File: src/rtl/pipe_hazard_ctrl.sv
// Stall/flush controller for the 5-stage MIPS pipeline: load-use, ID control
// transfers and multi-cycle data-memory waits, with saturating perf counters.
module pipe_hazard_ctrl #(
    parameter int unsigned COUNT_W = 16,
    parameter int unsigned TIMEOUT = 64
) (
    input  logic               clk,
    input  logic               rst,
    input  logic [4:0]         id_rs,
    input  logic [4:0]         id_rt,
    input  logic               id_uses_rt,
    input  logic               ex_mem_read,
    input  logic [4:0]         ex_rt,
    input  logic               branch_taken,
    input  logic               jump,
    input  logic               dmem_req,
    input  logic               dmem_ready,
    output logic               pc_write,
    output logic               if_id_write,
    output logic               id_ex_write,
    output logic               ex_mem_write,
    output logic               if_id_flush,
    output logic               id_ex_flush,
    output logic               mem_wb_flush,
    output logic [COUNT_W-1:0] stall_cycles,
    output logic [COUNT_W-1:0] flush_count,
    output logic               mem_timeout
);

    localparam int unsigned WAIT_W = $clog2(TIMEOUT + 1);
    localparam logic [WAIT_W-1:0] TIMEOUT_VAL = WAIT_W'(TIMEOUT);

    localparam logic ST_RUN      = 1'b0;
    localparam logic ST_MEM_WAIT = 1'b1;

    logic               state_q, state_d;
    logic [WAIT_W-1:0]  wait_q, wait_d;
    logic [WAIT_W-1:0]  wait_inc;
    logic [COUNT_W-1:0] stall_q, stall_d;
    logic [COUNT_W-1:0] flush_q, flush_d;
    logic               timeout_q, timeout_d;
    logic               mem_stall;
    logic               load_use;

    assign wait_inc  = wait_q + 1'b1;
    assign mem_stall = dmem_req && !dmem_ready;
    // Register 0 is hardwired, so a load targeting it can never create a hazard.
    assign load_use  = ex_mem_read && (ex_rt != 5'd0) &&
                       ((ex_rt == id_rs) || (id_uses_rt && (ex_rt == id_rt)));

    always_comb begin
        pc_write     = 1'b1;
        if_id_write  = 1'b1;
        id_ex_write  = 1'b1;
        ex_mem_write = 1'b1;
        if_id_flush  = 1'b0;
        id_ex_flush  = 1'b0;
        mem_wb_flush = 1'b0;
        state_d      = state_q;
        wait_d       = wait_q;
        timeout_d    = timeout_q;

        if (!rst) begin
            case (state_q)
                ST_RUN: begin
                    wait_d = '0;
                    if (mem_stall) begin
                        pc_write     = 1'b0;
                        if_id_write  = 1'b0;
                        id_ex_write  = 1'b0;
                        ex_mem_write = 1'b0;
                        mem_wb_flush = 1'b1;
                        state_d      = ST_MEM_WAIT;
                        wait_d       = WAIT_W'(1);
                    end else if (load_use) begin
                        // Branch resolution is deferred: it is re-evaluated after the bubble.
                        pc_write    = 1'b0;
                        if_id_write = 1'b0;
                        id_ex_flush = 1'b1;
                    end else if (branch_taken || jump) begin
                        if_id_flush = 1'b1;
                    end
                end
                default: begin
                    pc_write     = 1'b0;
                    if_id_write  = 1'b0;
                    id_ex_write  = 1'b0;
                    ex_mem_write = 1'b0;
                    // On the ready cycle the completed MEM result moves into WB.
                    mem_wb_flush = !dmem_ready;
                    if (dmem_ready) begin
                        state_d = ST_RUN;
                        wait_d  = '0;
                    end else if (wait_inc == TIMEOUT_VAL) begin
                        state_d   = ST_RUN;
                        wait_d    = '0;
                        timeout_d = 1'b1;
                    end else begin
                        wait_d = wait_inc;
                    end
                end
            endcase
        end
    end

    always_comb begin
        stall_d = stall_q;
        flush_d = flush_q;
        if (!pc_write && (stall_q != {COUNT_W{1'b1}})) begin
            stall_d = stall_q + 1'b1;
        end
        if (if_id_flush && (flush_q != {COUNT_W{1'b1}})) begin
            flush_d = flush_q + 1'b1;
        end
    end

    always_ff @(posedge clk) begin
        if (rst) begin
            state_q   <= ST_RUN;
            wait_q    <= '0;
            stall_q   <= '0;
            flush_q   <= '0;
            timeout_q <= 1'b0;
        end else begin
            state_q   <= state_d;
            wait_q    <= wait_d;
            stall_q   <= stall_d;
            flush_q   <= flush_d;
            timeout_q <= timeout_d;
        end
    end

    assign stall_cycles = stall_q;
    assign flush_count  = flush_q;
    assign mem_timeout  = timeout_q;

endmodule

File: config.mk
export PLATFORM = sky130hd
export DESIGN_NAME = pipe_hazard_ctrl
export DESIGN_NICKNAME = d
export VERILOG_FILES = /design/src/rtl/pipe_hazard_ctrl.sv
export SDC_FILE = /design/constraint.sdc
export NUM_CORES = 1
export LEC_CHECK = 0
export ABC_AREA = 1
export CORE_ASPECT_RATIO = 0.7
export CORE_MARGIN = 8
export CORE_UTILIZATION = 35
export DETAILED_ROUTE_END_ITERATION = 7
export GPL_TIMING_DRIVEN = 0
export HOLD_SLACK_MARGIN = 0.02
export SYNTH_ARGS = -nofsm -noshare
export SYNTH_HDL_FRONTEND = slang
export SYNTH_SLANG_ARGS = --single-unit
export TNS_END_PERCENT = 5
File: constraint.sdc
create_clock -name clk -period 4.1 [get_ports clk]
set_input_delay 0.82 -clock clk [delete_from_list [all_inputs] [get_ports clk]]
set_output_delay 0.82 -clock clk [all_outputs]
set_load 0.05 [all_outputs]
# Yosys cells after proc, flatten, opt, wreduce, memory -nomap -nowiden
# Index checks and enable logic that the tools add are counted.
[totals] ff_bits=41 out_inout_bits=40 in_bits=23 elab_cells=52
[op_classes] add_sub_neg=3 n_eq_ne=5 reduce_logical=12 bitwise_logic=1 n_mux=26
[op_table] cell="adder 16 x 1 -> 16 bit, second input constant" n=2
[op_table] cell="!= test 16 bit, second input constant" n=2
[op_table] cell="two-way mux 1 bit" n=23
[op_table] cell="two-way mux 7 bit" n=3
[op_table] cell="== test 5 bit" n=2
[op_table] cell="adder 7 x 1 -> 7 bit, second input constant" n=1
[op_table] cell="== test 7 bit, second input constant" n=1
[op_table] cell="logical AND 1 bit" n=6
[op_table] cell="nonzero test 5 bit" n=1
[op_table] cell="AND reduction 3 bit" n=1
[op_table] cell="zero test 1 bit" n=2
[op_table] cell="logical OR 1 bit" n=2
[op_table] cell="inverter 1 bit" n=1

# Longest topological paths before layout
# Gate-level depths: netlist of run 1.
[logic_depth] word_depth=10 mapped_depth=12 depth_no_buf=11

# Worst setup path after synthesis of run 1
# Ideal clock, no wire load.
[synth_path] kind="in2out" from="input dmem_req" to="output pc_write" n_path_buf=3 path_slack_ns=0.048 stages=8 t_arrival_ns=3.232 t_required_ns=3.280 cell_sequence="inv_1 > nor2_1 > o21ai_0 > nand2_1 > buf_4 > buf_4 > inv_2 > buf_4"
[synth_via] elab_chain_len=4
[synth_lines] element="from (decl)" line="16" rtl="input logic dmem_req,"
[synth_lines] element="logical AND 1 bit" line="46" rtl="assign mem_stall = dmem_req && !dmem_ready;"
[synth_lines] element="two-way mux 1 bit (3 in series)"
[synth_lines] element="to (decl)" line="18" rtl="output logic pc_write,"
# No other way between the ends.

# Worst setup path in the final report of run 1
[layout_path] from="input ex_rt[4]" to="output pc_write"
[layout_via] elab_chain_len=8 word_cells_on_any_way=11 cone_classes="eq/ne: 2; mux: 4; reduce/logical: 5"
[layout_lines] element="from (decl)" line="13" rtl="input logic [4:0] ex_rt,"
[layout_lines] element="== test 5 bit" line="49" rtl="((ex_rt == id_rs) || (id_uses_rt && (ex_rt == id_rt)));"
[layout_lines] element="logical AND 1 bit" line="49"
[layout_lines] element="logical OR 1 bit" line="49"
[layout_lines] element="logical AND 1 bit (*)" line="48" rtl="assign load_use = ex_mem_read && (ex_rt != 5'd0) &&"
[layout_lines] element="two-way mux 1 bit (*)" line="75" rtl="end else if (load_use) begin"
[layout_lines] element="two-way mux 1 bit (*)" line="67" rtl="if (mem_stall) begin"
[layout_lines] element="two-way mux 1 bit (*)" line="64" rtl="case (state_q)"
[layout_lines] element="two-way mux 1 bit (*)" line="63" rtl="if (!rst) begin"
# Every way passes the cells marked *; elsewhere a longest branch is shown, timed or not.

==> results of run 1 <==
[worst min path at each step]
stage             endpoint  depth (start not counted)         from  slack [ns]
2_1_floorplan    wait_q[0]                          1    wait_q[0]        0.48
3_3_place_gp   mem_timeout                          2  mem_timeout        0.45
3_5_place_dp   mem_timeout                          2  mem_timeout        0.45
4_1_cts        mem_timeout                          2  mem_timeout        0.47
5_1_grt        mem_timeout                          2  mem_timeout        0.51
6_report       mem_timeout                          2  mem_timeout        0.46
[cells in the mapped netlist, drive strengths merged]
| master | number |
|---|---|
| nor3 | 11 |
| inv | 41 |
| nor2 | 40 |
| a21boi | 1 |
| nand4 | 4 |
| dfxtp | 41 |
| o21ai | 4 |
| buf | 10 |
| ha | 4 |
| xor2 | 20 |
| a21oi | 33 |
| xnor2 | 13 |
| nand2 | 93 |
| nand3b | 4 |
| nand3 | 54 |
| clkbuf | 3 |
[repair_timing]
item	in CTS	in global routing
pin swaps	0	0
endpoints found under the setup margin	1	2
hold buffers	0	0
resized for setup	1	2
hold endpoints to repair	0	0
[kinds of logic (layout without fill, tap and decap cells)]
kind of cell	after synthesis	in the layout	synth area share
simple gates	206	206	0.363
buf+inv	54	123	0.0933
flops	41	41	0.320
compound gates	38	38	0.0913
xor+xnor	33	33	0.113
fa+ha+maj	4	4	0.0195
[layout by cell type (no fill, tap or decap), types with 3 or more instances in the layout]
master and count:
nand3b_1 4, ha_1 4, nor2_1 38, nand3_1 52, inv_2 7, clkdlybuf4s50_1 58
clkbuf_1 3, buf_4 5, a21oi_2 10, dfxtp_1 41, xor2_1 20, a21oi_1 23
nand2_1 91, nand4_1 4, inv_1 34, nor3_1 9, clkbuf_8 5, xnor2_1 13
[report_power, final]
group	total, mW	switching, mW	internal [mW]
sequential	0.406	0.00477	0.402
clock	0.265	0.147	0.118
combinational	0.124	0.0737	0.0506
total	0.795	0.225	0.570
[per-stage QoR]
step	power [mW]	cells	hold WS (ns)	setup TNS (ns)
after floorplan	0.492	376	0.475	0
after global placement	0.541	535	0.446	-0.0432
after detailed placement	0.542	535	0.453	-0.0432
after CTS	0.808	543	0.468	0
after global routing	0.837	543	0.507	0
final	0.795	543	0.464	0
[worst max-delay path, cell delays in order]
cell and delay [ns]:
clkdlybuf4s50_1 0.55, inv_1 0.06, nand2_1 0.06, nand2_1 0.05
nor2_1 0.12, nand3_1 0.09, nand2_1 0.14, nand3_1 0.08
nand2_1 0.13, buf_4 0.19, buf_4 0.18, inv_2 0.04
buf_4 0.12, dlygate4sd2_1 0.41
[area by class of cell]
class / count / area (um^2)
fillers: 764 / 3800
clock inverters: 3 / 17.5
inverters: 41 / 154
flip-flops and latches: 41 / 821
repair buffers: 61 / 614
multi-input cells: 281 / 1500
plain buffers: 13 / 85.1
clock buffers: 5 / 68.8
well taps: 98 / 123
[registers in the layout, indices dropped and copies added, names as in the netlist]
name and flops:
wait_q 7, mem_timeout 1, state_q 1, stall_cycles 16, flush_count 16
[metal layers]
metal / GRT usage / wire length (um) / part of all wire / up-vias
met5: 0 / 0 / 0 / -
met4: 0.0313 / 24 / 0.0035 / 0
met3: 0.0412 / 426 / 0.063 / 2
met2: 0.210 / 2990 / 0.44 / 47
met1: 0.174 / 3360 / 0.49 / 1126
li1: - / - / - / 1342
==> metrics, run 1 <==
RSZ-0062 raised after global routing=no; post-layout util=0.471; Peak Freq=259 MHz; Req. time, crit path=3.28 ns; Worst-Skew Late Latency=0.30 ns; Max clock buf depth=2; GR Overflow Total=0; Pwr per Cell Area=235 mW/mm^2; layout cell share with drive strength beyond 1=0.0966; Initial Util=0.356; n_diodes=0; # IOs=63; Tot GR Track Use=0.133; initial antenna violation count=0; Yosys reg bits=41; RR Endpoint=stall_cycles[9]; mapped cell area=0.00256 mm^2; Crit Path Max Fanout=10; antenna violation net count after detailed routing=0; WP data arrival=3.04 ns; Max Slew Vio Count=0; clock-pin slew on the worst setup and hold paths=0.08 ns; core area=0.00719 mm^2; top cell type's share of synthesized area=0.320; clock sinks=41; Final Wtd Congestion=0.905; Vias per Instance=4.64; post-layout min period=3.86 ns; Iteration-0 DRC Markers=114; final worst setup slack=0.240 ns; Setup CP Type=in -> out; CTS H-Tree Depth=2; vias post-DR=2,517; Avg Cell Area, Syn=6.82 um^2; Max Cap Violations=0; CP endpoint kind=output port; Die W=118 um; Cell variety after synth=27; first-pass GRT wire length=11,400 um; post-synth top area cell=dfxtp_1; Reg2Reg Setup Slack=2.03 ns; endpoints failing hold=0; final wirelength=6800 um; FF-to-FF Start=stall_cycles[0]; period utilisation layout=0.941; vias in the first global route=2,352; Final setup viols=0; Setup crit end=pc_write; Chip Height=87.6 um; beginning of the critical path=ex_rt[4]; final net count=471; worst relative slew slack=0.528; CTS buffer count=5; post-DP HPWL=5370 um; sequential element share of the synthesized area=0.320; worst-margin pin slew=0.709 ns; pin count of the biggest net entering global routing=14; status=completed; site row count=26; Post-CTS Setup Inserts=0; final instance area=0.00339 mm^2; Pre-Repair DR Iteration Count=4; warnings from Yosys=0; synth top area cells=dfxtp_1 (32%), nand2_1 (13%), nand3_1 (10%); area grow syn2layout=32.1%; Port Buffers=61; pre-CTS setup slack=-0.0432 ns; drt drc=0; Lkg Pwr=1.23 nW; Fin Clk Skew=0.0114 ns; R2R cell count=9; die area=0.0104 mm^2; Routed wire per std cell=12.5 um; clock root cell=clkbuf_8; Startpoint Class=input port; placement-stage cell area=0.00330 mm^2; HP Class=reg -> reg; net count after synthesis=403; maximum vdd drop=0.0987 mV; Gate Count Post-Synth=376; TritonCTS clock tree=yes
No activity file was read; power rests on OpenSTA's default activity.
==> run 2, diff against run 1 <==
- SLEW_MARGIN: not set -> 40
==> results of run 2 <==
No change in the layout: final DEF, timing and power equal those of run 1.
